--- src/rtl/csa_limb_sequencer.sv ---
`default_nettype none
// ============================================================================
// csa_limb_sequencer: adds two W*LIMBS-bit operands one limb per cycle on an
// external W-bit carry-select adder, rippling the carry between limbs.  Rev 1.0
// ============================================================================
module csa_limb_sequencer #(
  parameter int W     = 64,
  parameter int LIMBS = 4
) (
  input  logic                 clock,
  input  logic                 reset,
  input  logic                 in_valid,
  output logic                 in_ready,
  input  logic [W*LIMBS-1:0]   in_a,
  input  logic [W*LIMBS-1:0]   in_b,
  input  logic                 in_carry_in,
  output logic [W-1:0]         csa_a,
  output logic [W-1:0]         csa_b,
  output logic                 csa_carry_in,
  input  logic [W-1:0]         csa_s,
  input  logic                 csa_carry_out,
  output logic                 out_valid,
  input  logic                 out_ready,
  output logic [W*LIMBS-1:0]   out_sum,
  output logic                 out_carry_out,
  output logic                 busy
);

  localparam int IW = $clog2(LIMBS);
  localparam logic [IW-1:0] C_LAST = IW'(LIMBS - 1);

  typedef enum logic [1:0] {
    IDLE = 2'd0,
    RUN  = 2'd1,
    DONE = 2'd2
  } state_t;

  state_t                  r_state;
  state_t                  w_next;
  logic [LIMBS-1:0][W-1:0] r_a;
  logic [LIMBS-1:0][W-1:0] r_b;
  logic [LIMBS-1:0][W-1:0] r_sum;
  logic                    r_carry;
  logic [IW-1:0]           r_idx;
  logic                    w_accept;

  assign w_accept = in_valid && (r_state == IDLE);

  always_ff @(posedge clock) begin
    if (!reset) begin
      r_state <= IDLE;
    end else begin
      r_state <= w_next;
    end
  end

  always_comb begin
    w_next        = r_state;
    in_ready      = 1'b0;
    busy          = 1'b0;
    out_valid     = 1'b0;
    out_sum       = '0;
    out_carry_out = 1'b0;
    csa_a         = '0;
    csa_b         = '0;
    csa_carry_in  = 1'b0;
    case (r_state)
      IDLE: begin
        in_ready = 1'b1;
        if (in_valid) w_next = RUN;
      end
      RUN: begin
        busy         = 1'b1;
        csa_a        = r_a[r_idx];
        csa_b        = r_b[r_idx];
        csa_carry_in = r_carry;
        if (r_idx == C_LAST) w_next = DONE;
      end
      DONE: begin
        busy          = 1'b1;
        out_valid     = 1'b1;
        out_sum       = r_sum;
        out_carry_out = r_carry;
        if (out_ready) w_next = IDLE;
      end
      default: w_next = IDLE;
    endcase
  end

  // After the last limb the carry register holds the final carry out.
  always_ff @(posedge clock) begin
    if (!reset) begin
      r_a     <= '0;
      r_b     <= '0;
      r_sum   <= '0;
      r_carry <= 1'b0;
      r_idx   <= '0;
    end else begin
      if (w_accept) begin
        r_a     <= in_a;
        r_b     <= in_b;
        r_carry <= in_carry_in;
        r_idx   <= '0;
      end else if (r_state == RUN) begin
        r_sum[r_idx] <= csa_s;
        r_carry      <= csa_carry_out;
        if (r_idx != C_LAST) r_idx <= r_idx + IW'(1);
      end
    end
  end

endmodule
`default_nettype wire

--- config.mk ---
export PLATFORM = sky130hd
export DESIGN_NAME = csa_limb_sequencer
export DESIGN_NICKNAME = d
export VERILOG_FILES = /design/src/rtl/csa_limb_sequencer.sv
export SDC_FILE = /design/constraint.sdc
export NUM_CORES = 2
export LEC_CHECK = 0
export ABC_AREA = 1
export CAP_MARGIN = 20
export CORE_AREA = 5 5 372 374
export CTS_BUF_LIST = sky130_fd_sc_hd__clkbuf_16
export CTS_CLUSTER_DIAMETER = 120
export CTS_CLUSTER_SIZE = 25
export DETAILED_ROUTE_END_ITERATION = 10
export DIE_AREA = 0 0 377 379
export GPL_TIMING_DRIVEN = 0
export PLACE_DENSITY_LB_ADDON = 0.25
export SLEW_MARGIN = 5
export SYNTH_ARGS = -nofsm -noshare
export SYNTH_HDL_FRONTEND = slang
export SYNTH_SLANG_ARGS = --single-unit
--- constraint.sdc ---
create_clock -name clock -period 2.95 [get_ports clock]
set_clock_uncertainty 0.2 [all_clocks]
set_input_delay 0.4425 -clock clock [delete_from_list [all_inputs] [get_ports clock]]
set_output_delay 0.4425 -clock clock [all_outputs]
set_load 0.03 [all_outputs]
==> impl_results.md <==
- Num rows: 135
- Kind of path behind the tightest hold check: in -> reg
- Top cells by area in the synthesized netlist: dfxtp_1, nor2_1, o21ai_0
- Endpoint class of the critical path: output port
- Max Fclk: 0.335 GHz
- Fraction of layout cells with a size suffix above 1: 0.165
- Area growth from synthesis to final layout: 44.0%
- Gr usage total: 0.243
- Final count of negative-setup-slack endpoints: 13
- Width of the die: 377 um
- Startpoint-to-endpoint class of the critical path: reg -> out
- Unrepaired setup endpoints after global routing: true
- Initial standard-cell utilization of the core: 0.249
- Cell Area, Placed: 45400 sq um
- Violations in the final reports: negative setup slack
- Endpoint arrival time on the critical path: 2.35 ns
- Total wire length: 185000 um
- DRC violations left: 0
- Share of Yosys cell area claimed by the top area cell type: 0.462
- TritonCTS clock tree: yes
- Sinks on Clock Net: 773
- Congestion Overflow GR: 0
- Routed Antenna Nets: 0
- Slew Limit Fails: 0
- Number of nets in the final layout: 6680
- Fillers: 14900
- Synth area leader: dfxtp_1
- Largest fanout on the critical path: 7
- Core Area: 135000 sq um
- Clock transition at the register clock pins on the worst setup and hold paths after CTS: 0.11 ns
- Combined flip-flop and latch cell area: 15500 sq um
- Leak Pwr: 21.0 nW
- Vias per inst: 4.62
- Wire length of the first global-routing pass: 251000 um
- Min-Delay Endpoint: r_a[199]$_SDFFE_PN0P_
- Min Clock Period, post-route: 2.99 ns
- Flip-flop and latch count after synthesis: 773
- Non-filler cells in the finished layout: 7905
- First-pass detailed-route iteration total: 6
- Required time of the critical path: 2.31 ns
- Area taken by multi-input logic gates: 15800 sq um
- Area enclosed by the die boundary: 143000 sq um
- Root buffer cell: clkbuf_16
- Worst slew margin relative to its limit: 0.350
- Post-Synthesis Net Count: 5635
- Initial antenna violation count: 76
- Number of global-route vias before repair: 34900
- Number of buffers created by CTS: 40
- Power Dens Cells: 838 nW/um^2
- Capturing point of the worst reg2reg path: r_b[131]$_SDFFE_PN0P_
- Mapped Avg Cell Area: 6.64 sq um
- Number of placed instances with taps included: 7795
- Series of cell instances along the critical path: buf_6, clkbuf_16, buf_16, buf_12, nor2_1, nor2_2, o21ai_2, a21oi_2, buf_6
- Final design area excluding fillers: 48200 sq um
- Post-route setup slack: -0.0381 ns
- Worst VDD drop: 0.367 mV
- Max-cap violation count: 0
- Hold buffer count at CTS: 0
- Power consumption: 40.4 mW
- Library cell appearing most often on the critical path: buf_6
- Worst hold path stage count: 3
- R2R Setup Slk: 0.11 ns
- Length in cells of the worst reg-to-reg path: 9
- Summed instance area of the synthesized netlist: 33500 sq um
- H-tree level count: 2
- IO Count: 971
- Half-perimeter wire length of the detailed placement result: 148000 um
- Outcome: complete, but fails checks
- Final worst path period share: 1.01
- Number of vias in the routed layout: 36500
- Worst-path cell with the longest stage delay: dfxtp_4
- Worst flop-to-flop path startpoint: r_state[1]$_SDFFE_PN0P_
- Number of buffers added on ports: 969
- Die height: 379 um
- Register area share after synthesis: 0.462
- Routed length per instance: 23.4 um
- Routability cong.: 0.921
- Number of DRC markers after the initial detailed-route iteration: 2695
- Crit path largest cell delay: 0.41 ns
- Worst hold path startpoint: in_a[199]
- Count of final hold-check violations: 0
- Sum of negative setup slack: -0.169 ns
- Number of instances in the synthesized netlist: 5045
- Transition time of the tightest slew-check pin: 0.974 ns
- Insertion delay to the later sink of the worst-skew pair: 0.63 ns
- Largest net degree at the start of global routing: 26
- Warning count from the yosys run: 0
- Maximum root-to-sink buffer count: 3
- Number of distinct standard cells referenced by the synthesized netlist: 18
- Startpoint type of the worst setup path: register
## metrics by stage
step	hold WS (ns)	utilization	worst slack [ns]
2_1_floorplan	0.229	-	0.676
3_3_place_gp	0.238	0.338	-1.12
3_5_place_dp	0.243	0.338	-1.14
4_1_cts	0.141	0.353	-0.190
5_1_grt	0.187	0.358	-0.158
6_report	0.198	0.358	-0.0381
## worst max-delay path by stage
stage | endpoint | startpoint | cells after the start | slack (ns)
after floorplan | out_sum[0] | r_state[0]$_SDFFE_PN0P_ | 7 | 0.68
after global placement | csa_a[47] | r_state[1]$_SDFFE_PN0P_ | 8 | -1.12
after detailed placement | csa_a[47] | r_state[1]$_SDFFE_PN0P_ | 8 | -1.14
after CTS | csa_a[26] | r_idx[0]$_SDFFE_PP0P_ | 7 | -0.19
after global routing | csa_b[9] | r_idx[0]$_SDFFE_PP0P_ | 10 | -0.16
final | csa_a[19] | r_idx[0]$_SDFFE_PP0P_ | 9 | -0.04
## Yosys cell counts, drive strengths merged
cell type	number
a21oi	259
ha	8
nor2	1797
inv	399
clkbuf	159
dfxtp	773
a211oi	1
o21ai	897
nand3	2
nand2	529
buf	221
## critical path, delay by kind of cell, from the launching register on
kind,cells,cell delay (ns)
simple gates,2,0.23
flops,1,0.41
compound gates,2,0.30
buf+inv,5,0.75
## registers in the layout (all words and copies together), names as in the netlist
register / count
r_a: 256
r_b: 256
r_sum: 256
r_idx: 2
r_state: 2
r_carry: 1
## cell families after synthesis
logic type | count (synthesis) | synth area share
AO/OA/AOI/OAI | 1157 | 0.173
adder cells (fa/ha/maj) | 8 | 0.00299
buffers and inverters | 779 | 0.101
flip-flops | 773 | 0.462
AND/OR/NAND/NOR | 2328 | 0.261
## timing repair
| item | in CTS | in global routing |
|---|---|---|
| resized for setup | 2059 | 635 |
| endpoints found under the setup margin | 386 | 291 |
| setup buffers | 11 | 8 |
| pin swaps | 21 | 143 |
| cloned | 3 | 14 |
## per-layer routing
layer / part of all wire / global-route usage / vias to the layer above / routed length [um]
met1: 0.41 / 0.300 / 17100 / 75400
met4: 0.027 / 0.0639 / 48 / 4990
li1: - / - / 17800 / -
met5: 0.0017 / 0 / - / 318
met2: 0.48 / 0.422 / 1283 / 88600
met3: 0.085 / 0.0626 / 248 / 15800
## cells in the final DEF, fill, tap and decap left out, types with 44 or more instances in the layout
cell and count:
a21oi_1 156, nor2_1 1716, clkbuf_16 57, buf_6 122
clkbuf_2 44, clkdlybuf4s50_1 583, a21oi_2 80, buf_2 326
inv_1 389, o21ai_1 117, o21ai_0 749, dfxtp_1 769
nand2_1 495, buf_4 82, clkbuf_1 98, nor2_2 51
## area by class of cell
cell class                      instances  area share
Antenna cell                           26     0.00135
Buffer                                378      0.0544
Clock buffer                           40      0.0207
Clock inverter                         10     0.00366
Inverter                              399      0.0311
Multi-Input combinational cell       3493       0.328
Sequential cell                       773       0.321
Tap cell                             1781      0.0462
Timing Repair Buffer                 1005       0.194
## report_power, final
part / leakage [nW] / internal [mW] / total (mW) / switching, mW
Combinational: 14.0 / 6.85 / 19.5 / 12.6
Sequential: 6.36 / 13.0 / 14.3 / 1.32
Clock: 0.571 / 2.65 / 6.61 / 3.95
Total: 21.0 / 22.5 / 40.4 / 17.9
Power figures use the tool's default switching activity.
